==> src/rtl/uart_pkg.sv <==
// uart_pkg: shared arbiter state type and requester limit for the UART TX path
package uart_pkg;
  localparam int UART_ARB_MAX_REQ = 8;
  typedef enum logic {IDLE, LOCKED} arb_state_t;
endpackage

==> src/rtl/uart_tx_arb_if.sv <==
// uart_tx_arb_if: requester handshakes and TX FIFO write port around the arbiter
interface uart_tx_arb_if #(
  parameter int NUM_REQ    = 4,
  parameter int DATA_WIDTH = 8
);
  logic [NUM_REQ-1:0]                 req_valid;
  logic [NUM_REQ-1:0]                 req_last;
  logic [NUM_REQ-1:0]                 req_ready;
  logic [NUM_REQ-1:0][DATA_WIDTH-1:0] req_data;
  logic [DATA_WIDTH-1:0]              tx_data;
  logic                               tx_wr_en;
  logic                               tx_full;
  modport master (output req_valid, req_data, req_last, tx_full, input req_ready, tx_data, tx_wr_en);
  modport slave  (input req_valid, req_data, req_last, tx_full, output req_ready, tx_data, tx_wr_en);
endinterface

==> src/rtl/uart_rr_pick.sv <==
// uart_rr_pick: combinational round-robin picker, searching upward from last_owner+1 with wrap
module uart_rr_pick #(
  parameter  int NUM_REQ = 4,
  localparam int LW      = $clog2(NUM_REQ)
) (
  input  logic [NUM_REQ-1:0] req,
  input  logic [LW-1:0]      last_owner,
  output logic [LW-1:0]      winner,
  output logic               any_req
);
  logic [LW-1:0] idx;
  // walking from farthest to nearest leaves the nearest requester as winner
  always_comb begin
    winner = '0;
    idx = '0;
    for (int i = NUM_REQ; i >= 1; i--) begin
      idx = LW'((int'(last_owner) + i) % NUM_REQ);
      winner = req[idx] ? idx : winner;
    end
    any_req = |req;
  end
endmodule

==> src/rtl/uart_tx_arb.sv <==
// uart_tx_arb: packet-locked round-robin arbiter feeding a UART TX FIFO write port.
// Define UART_ARB_TIMEOUT_EN to revoke grants from owners idle for TIMEOUT_CYCLES.
module uart_tx_arb
  import uart_pkg::*;
#(
  parameter  int NUM_REQ        = 4,
  parameter  int DATA_WIDTH     = 8,
  parameter  int TIMEOUT_CYCLES = 1024,
  localparam int LW             = $clog2(NUM_REQ)
) (
  input  logic          clk,
  input  logic          rst_n,
  uart_tx_arb_if.slave  bus,
  input  logic          arb_abort,
  output logic [LW-1:0] grant_id,
  output logic          busy,
  output logic          timeout_err
);
  arb_state_t            state_q, state_d;
  logic [LW-1:0]         grant_q, grant_d, last_q, last_d, win;
  logic [DATA_WIDTH-1:0] tx_data_q;
  logic                  any_req, locked, xfer, rel, tmo;

  uart_rr_pick #(.NUM_REQ(NUM_REQ)) u_pick (
    .req(bus.req_valid), .last_owner(last_q), .winner(win), .any_req(any_req)
  );

  // an abort suppresses the handshake as well, so nothing is accepted without a write
  always_comb begin
    locked = state_q == LOCKED;
    bus.req_ready = '0;
    bus.req_ready[grant_q] = locked & ~bus.tx_full & ~arb_abort;
    xfer = locked & bus.req_valid[grant_q] & ~bus.tx_full & ~arb_abort;
    rel = arb_abort | tmo | (xfer & bus.req_last[grant_q]);
    state_d = locked ? (rel ? IDLE : LOCKED) : (any_req ? LOCKED : IDLE);
    grant_d = (!locked && any_req) ? win : grant_q;
    last_d = (locked && rel) ? grant_q : last_q;
    bus.tx_wr_en = xfer;
    bus.tx_data = xfer ? bus.req_data[grant_q] : tx_data_q;
  end

  always_ff @(posedge clk or negedge rst_n) begin
    if (!rst_n) begin
      state_q <= IDLE;
      grant_q <= '0;
      last_q <= LW'(NUM_REQ - 1);
      tx_data_q <= '0;
    end else begin
      state_q <= state_d;
      grant_q <= grant_d;
      last_q <= last_d;
      tx_data_q <= bus.tx_data;
    end
  end

`ifdef UART_ARB_TIMEOUT_EN
  localparam int CW = $clog2(TIMEOUT_CYCLES) + 1;
  logic [CW-1:0] cnt_q, cnt_d;
  logic          stall;
  // FIFO backpressure is not the owner's fault, so only owner silence counts
  always_comb begin
    stall = (state_q == LOCKED) & ~bus.req_valid[grant_q] & ~bus.tx_full;
    tmo = stall & ~arb_abort & (cnt_q == CW'(TIMEOUT_CYCLES - 1));
    cnt_d = (state_q == IDLE || xfer) ? '0 : stall ? cnt_q + 1'b1 : cnt_q;
  end
  always_ff @(posedge clk or negedge rst_n) begin
    if (!rst_n) cnt_q <= '0;
    else cnt_q <= cnt_d;
  end
`else
  logic unused_timeout;
  assign tmo = 1'b0;
  assign unused_timeout = |TIMEOUT_CYCLES;
`endif

  assign grant_id = grant_q;
  assign busy = state_q == LOCKED;
  assign timeout_err = tmo;
endmodule

==> src/flat_wrapper.sv <==
// flat-port wrapper written by rule: the top's interface ports become plain ports
module uart_tx_arb_flat import uart_pkg::*;
#(
  parameter  int NUM_REQ        = 4,
  parameter  int DATA_WIDTH     = 8,
  parameter  int TIMEOUT_CYCLES = 1024,
  localparam int LW             = $clog2(NUM_REQ)
)
  (clk, rst_n, arb_abort, grant_id, busy, timeout_err, bus_req_valid, bus_req_data, bus_req_last, bus_tx_full, bus_req_ready, bus_tx_data, bus_tx_wr_en);
  uart_tx_arb_if #(.NUM_REQ(NUM_REQ), .DATA_WIDTH(DATA_WIDTH)) bus_i ();
  input  logic clk;
  input  logic rst_n;
  input  logic arb_abort;
  output logic [LW-1:0] grant_id;
  output logic busy;
  output logic timeout_err;
  input wire logic [$bits(bus_i.req_valid)-1:0] bus_req_valid;
  input wire logic [$bits(bus_i.req_data)-1:0] bus_req_data;
  input wire logic [$bits(bus_i.req_last)-1:0] bus_req_last;
  input wire logic [$bits(bus_i.tx_full)-1:0] bus_tx_full;
  output wire logic [$bits(bus_i.req_ready)-1:0] bus_req_ready;
  output wire logic [$bits(bus_i.tx_data)-1:0] bus_tx_data;
  output wire logic [$bits(bus_i.tx_wr_en)-1:0] bus_tx_wr_en;
  assign bus_i.req_valid = bus_req_valid;
  assign bus_i.req_data = bus_req_data;
  assign bus_i.req_last = bus_req_last;
  assign bus_i.tx_full = bus_tx_full;
  assign bus_req_ready = bus_i.req_ready;
  assign bus_tx_data = bus_i.tx_data;
  assign bus_tx_wr_en = bus_i.tx_wr_en;
  uart_tx_arb #(.NUM_REQ(NUM_REQ), .DATA_WIDTH(DATA_WIDTH), .TIMEOUT_CYCLES(TIMEOUT_CYCLES)) u_core (.clk(clk), .rst_n(rst_n), .bus(bus_i), .arb_abort(arb_abort), .grant_id(grant_id), .busy(busy), .timeout_err(timeout_err));
endmodule
==> config.mk <==
export PLATFORM = sky130hd
export DESIGN_NAME = uart_tx_arb_flat
export DESIGN_NICKNAME = d
export VERILOG_FILES = /design/src/rtl/uart_pkg.sv /design/src/rtl/uart_tx_arb_if.sv /design/src/rtl/uart_rr_pick.sv /design/src/rtl/uart_tx_arb.sv /design/src/flat_wrapper.sv
export SDC_FILE = /design/constraint.sdc
export NUM_CORES = 1
export LEC_CHECK = 0
export CORE_MARGIN = 3
export CORE_UTILIZATION = 35
export DETAILED_ROUTE_END_ITERATION = 6
export GPL_TIMING_DRIVEN = 0
export PLACE_DENSITY = 0.85
export SYNTH_ARGS = -nofsm -noshare
export SYNTH_HDL_FRONTEND = slang
export SYNTH_SLANG_ARGS = --single-unit
==> constraint.sdc <==
create_clock -name clk -period 2.9 [get_ports clk]
set_input_delay 0.725 -clock clk [delete_from_list [all_inputs] [get_ports clk]]
set_output_delay 0.725 -clock clk [all_outputs]
set_load 0.02 [all_outputs]
==> run_results.csv <==
group,metric,value,unit
run_status,status,"finished clean",
drt,drt-wirelength-per-cell,16.66,um
sta,max_slew_margin,58.75,%
run,drv_cap,0,
synthesis,ys_types,29,
clock_tree,cts_tree,"yes",
sta,fin_ws,0.08298,ns
worst_setup_path,required,2.17,ns
power_and_ir_drop,peakVddDrop,0.0007862,V
worst_setup_path,startpoint_type,"primary input",
worst_setup_path,cp_data_arrival_time,2.09,ns
global_route,antenna_found_initial,0,
min_path,hold_start,"u_core.tx_data_q[0]$_DFF_PN0_",
sta,rsz0062_at_grt,"no",
clock_tree,clk_pin_slew,0.08,ns
worst_setup_path,path_class,"in2out",
die,initial_core_util,38.48,%
drt,vias_per_cell,5.380,
die,ios,61,
global_route,use_met2,32.18,%
clock_tree,numCtsBuffers,3,
sta,maxSlewViolCount,0,
power_and_ir_drop,powerDensity,852.6,nW/um^2
sta,setup_viol,0,
synthesis,synth_fp_nets,112,
clock_tree,cts_buffer_depth,2,
drt,initialDrtViolationCount,30,
clock_tree,cts-root-buf,"clkbuf_4",
drt,wirelength,2715,um
placement,post-place-ws,-0.7431,ns
drt,ant_nets,0,
cells_and_area,nets,180,
synthesis,synthFlopType,"dfrtp_1",
synthesis,synth_common_cells,"11 x dfrtp_1, 10 x mux4_2, 8 x mux2_2",
sta,period_needed,2.817,ns
synthesis,synth_area_leaders,"dfrtp_1 31%, mux4_2 25%, mux2_2 10%",
sta,max_freq,0.3550,GHz
drt,firstDrtPassIters,4,
synthesis,syn_avg_cell_area,13.12,um^2
drt,drc,0,
synthesis,synth_top_area_share,30.86,%
sta,hold_violations,0,
global_route,grt_use_total,17.22,%
cells_and_area,layout-drive-gt1-share,35.56,%
worst_setup_path,rr_startpoint,"u_core.grant_id[0]$_DFFE_PN0P_",
min_path,hp-class,"reg2reg",
worst_setup_path,worstSetupEndpointType,"primary output",
die,num_rows,17,
global_route,use_met1,19.34,%
global_route,grt_pass1_wl,4264,um
die,die_area,3191,um^2
global_route,grt_busiest_layer,"met2",
synthesis,yosysWarnings,0,
global_route,overflow,0,
cells_and_area,diodes,0,
sta,tightest_slew,0.6132,ns
clock_tree,clk_latency,0.28,ns
sta,period_share,97.14,%
placement,io_buffers,59,
synthesis,synth-seq-area-share,36.75,%
placement,gp_congestion,0.7967,
sta,clock_skew,0.003894,ns
synthesis,yosys.area.top_type,"dfrtp_1",
worst_setup_path,cp-startpoint,"bus_req_valid[3]",
sta,tns,0,ns
synthesis,synth_edf_count,0,
synthesis,synth_cells,68,
synthesis,ys_ff_latch,13,
global_route,met3_usage,4.138,%
placement,hpwl,2061,um
worst_setup_path,worst-path-max-fanout,6,
power_and_ir_drop,power_leakage,0.7316,nW
cells_and_area,fill_cells,178,
drt,via_count,877,
clock_tree,h-tree-depth,1,
cells_and_area,area_growth_syn_to_layout,77.84,%
synthesis,netlist_area,892.1,um^2
synthesis,synthMostInstantiatedCell,"dfrtp_1",
synthesis,async_flop_share,100.0,%
global_route,grt_max_degree,14,
clock_tree,cts.sinks,13,
die,dieWidth,56.49,um
die,core,2318,um^2
die,die_height,56.49,um
global_route,grt_pass1_vias,915,
area by class of cell:
| type | instances | area, um^2 | share of cell area, % |
|---|---|---|---|
| repair buffers | 63 | 593.1 | 37.38 |
| multi-input cells | 47 | 560.5 | 35.33 |
| flip-flops and latches | 13 | 327.8 | 20.66 |
| well taps | 28 | 35.03 | 2.208 |
| plain buffers | 5 | 32.53 | 2.050 |
| clock buffers | 4 | 26.28 | 1.656 |
| inverters | 3 | 11.26 | 0.7098 |
worst paths after layout:
check / end / slack [ns] / depth (start not counted)
max: bus_tx_data[4] / 0.08 / 5
min: u_core.tx_data_q[0]$_DFF_PN0_ / 0.50 / 1
max reg2reg: u_core.last_q[0]$_DFFE_PN1P_ / 1.01 / 5
min reg2reg: u_core.tx_data_q[0]$_DFF_PN0_ / 0.50 / 1
max in group asynchronous: u_core.last_q[0]$_DFFE_PN1P_ / 1.71 / 1
min in group asynchronous: u_core.grant_id[0]$_DFFE_PN0P_ / 0.81 / 1
registers in the layout, indices dropped and copies added (netlist names):
| register | count |
|---|---|
| u_core.grant_id | 2 |
| u_core.last_q | 2 |
| u_core.tx_data_q | 8 |
| u_core.busy | 1 |
cell usage in the layout (no fill, tap or decap), drive strengths merged, types with 2 or more instances in the layout:
cell type,synthesis,layout
a21oi,2,2
and3,2,2
buf,2,15
clkbuf,4,10
clkdlybuf4s50,0,40
dfrtp,11,11
dfstp,2,2
dlygate4sd2,0,5
dlymetal6s2s,0,2
inv,3,3
mux2,10,10
mux4,10,10
nand2,3,4
nor2,2,2
nor4,2,2
o21ai,3,3
o22ai,2,2
cell families after synthesis:
logic type / synth area share, %
simple gates: 8.838
flops: 36.75
compound gates: 9.960
other cells: 0.4204
mux: 38.99
buf+inv: 5.049
power by group:
group / switching (W) / internal (W) / leakage [nW]
logic: 0.000398 / 0.000491 / 0.565
clock network: 0.0000585 / 0.0000534 / 0.0150
registers: 0.0000698 / 0.000282 / 0.151
layer usage:
metal	up-vias	wire length (um)
li1	405	-
met1	429	1001
met2	39	1501
met3	4	187
met4	0	25
met5	-	0
stage by stage:
stage          instance area (um^2)  utilization [%]  hold WS [ns]  instances  power [W]
3_3_place_gp                   1518            65.46        0.4800        155   0.001168
2_1_floorplan                 892.1                -        0.4294         68  0.0008564
5_1_grt                        1587            68.43        0.5099        163   0.001432
6_report                       1587            68.43        0.4979        163   0.001353
4_1_cts                        1603            69.13        0.5006        164   0.001357
3_5_place_dp                   1518            65.46        0.4862        155   0.001182
worst max-delay path, stage by stage:
cell and delay [ns]:
buf_2 0.13, mux4_2 0.57, nand2_4 0.17, mux2_4 0.33
buf_4 0.16
timing repair:
| item | CTS | global route |
|---|---|---|
| buffers inserted | 4 | 0 |
| gates resized for setup | 66 | 7 |
| setup endpoints to repair | 13 | 10 |
| pin swaps | 3 | 2 |
| hold endpoints to repair | 0 | 0 |
| hold buffers | 0 | 0 |
| gates cloned | 1 | 0 |
No activity file was read; power rests on OpenSTA's default activity.
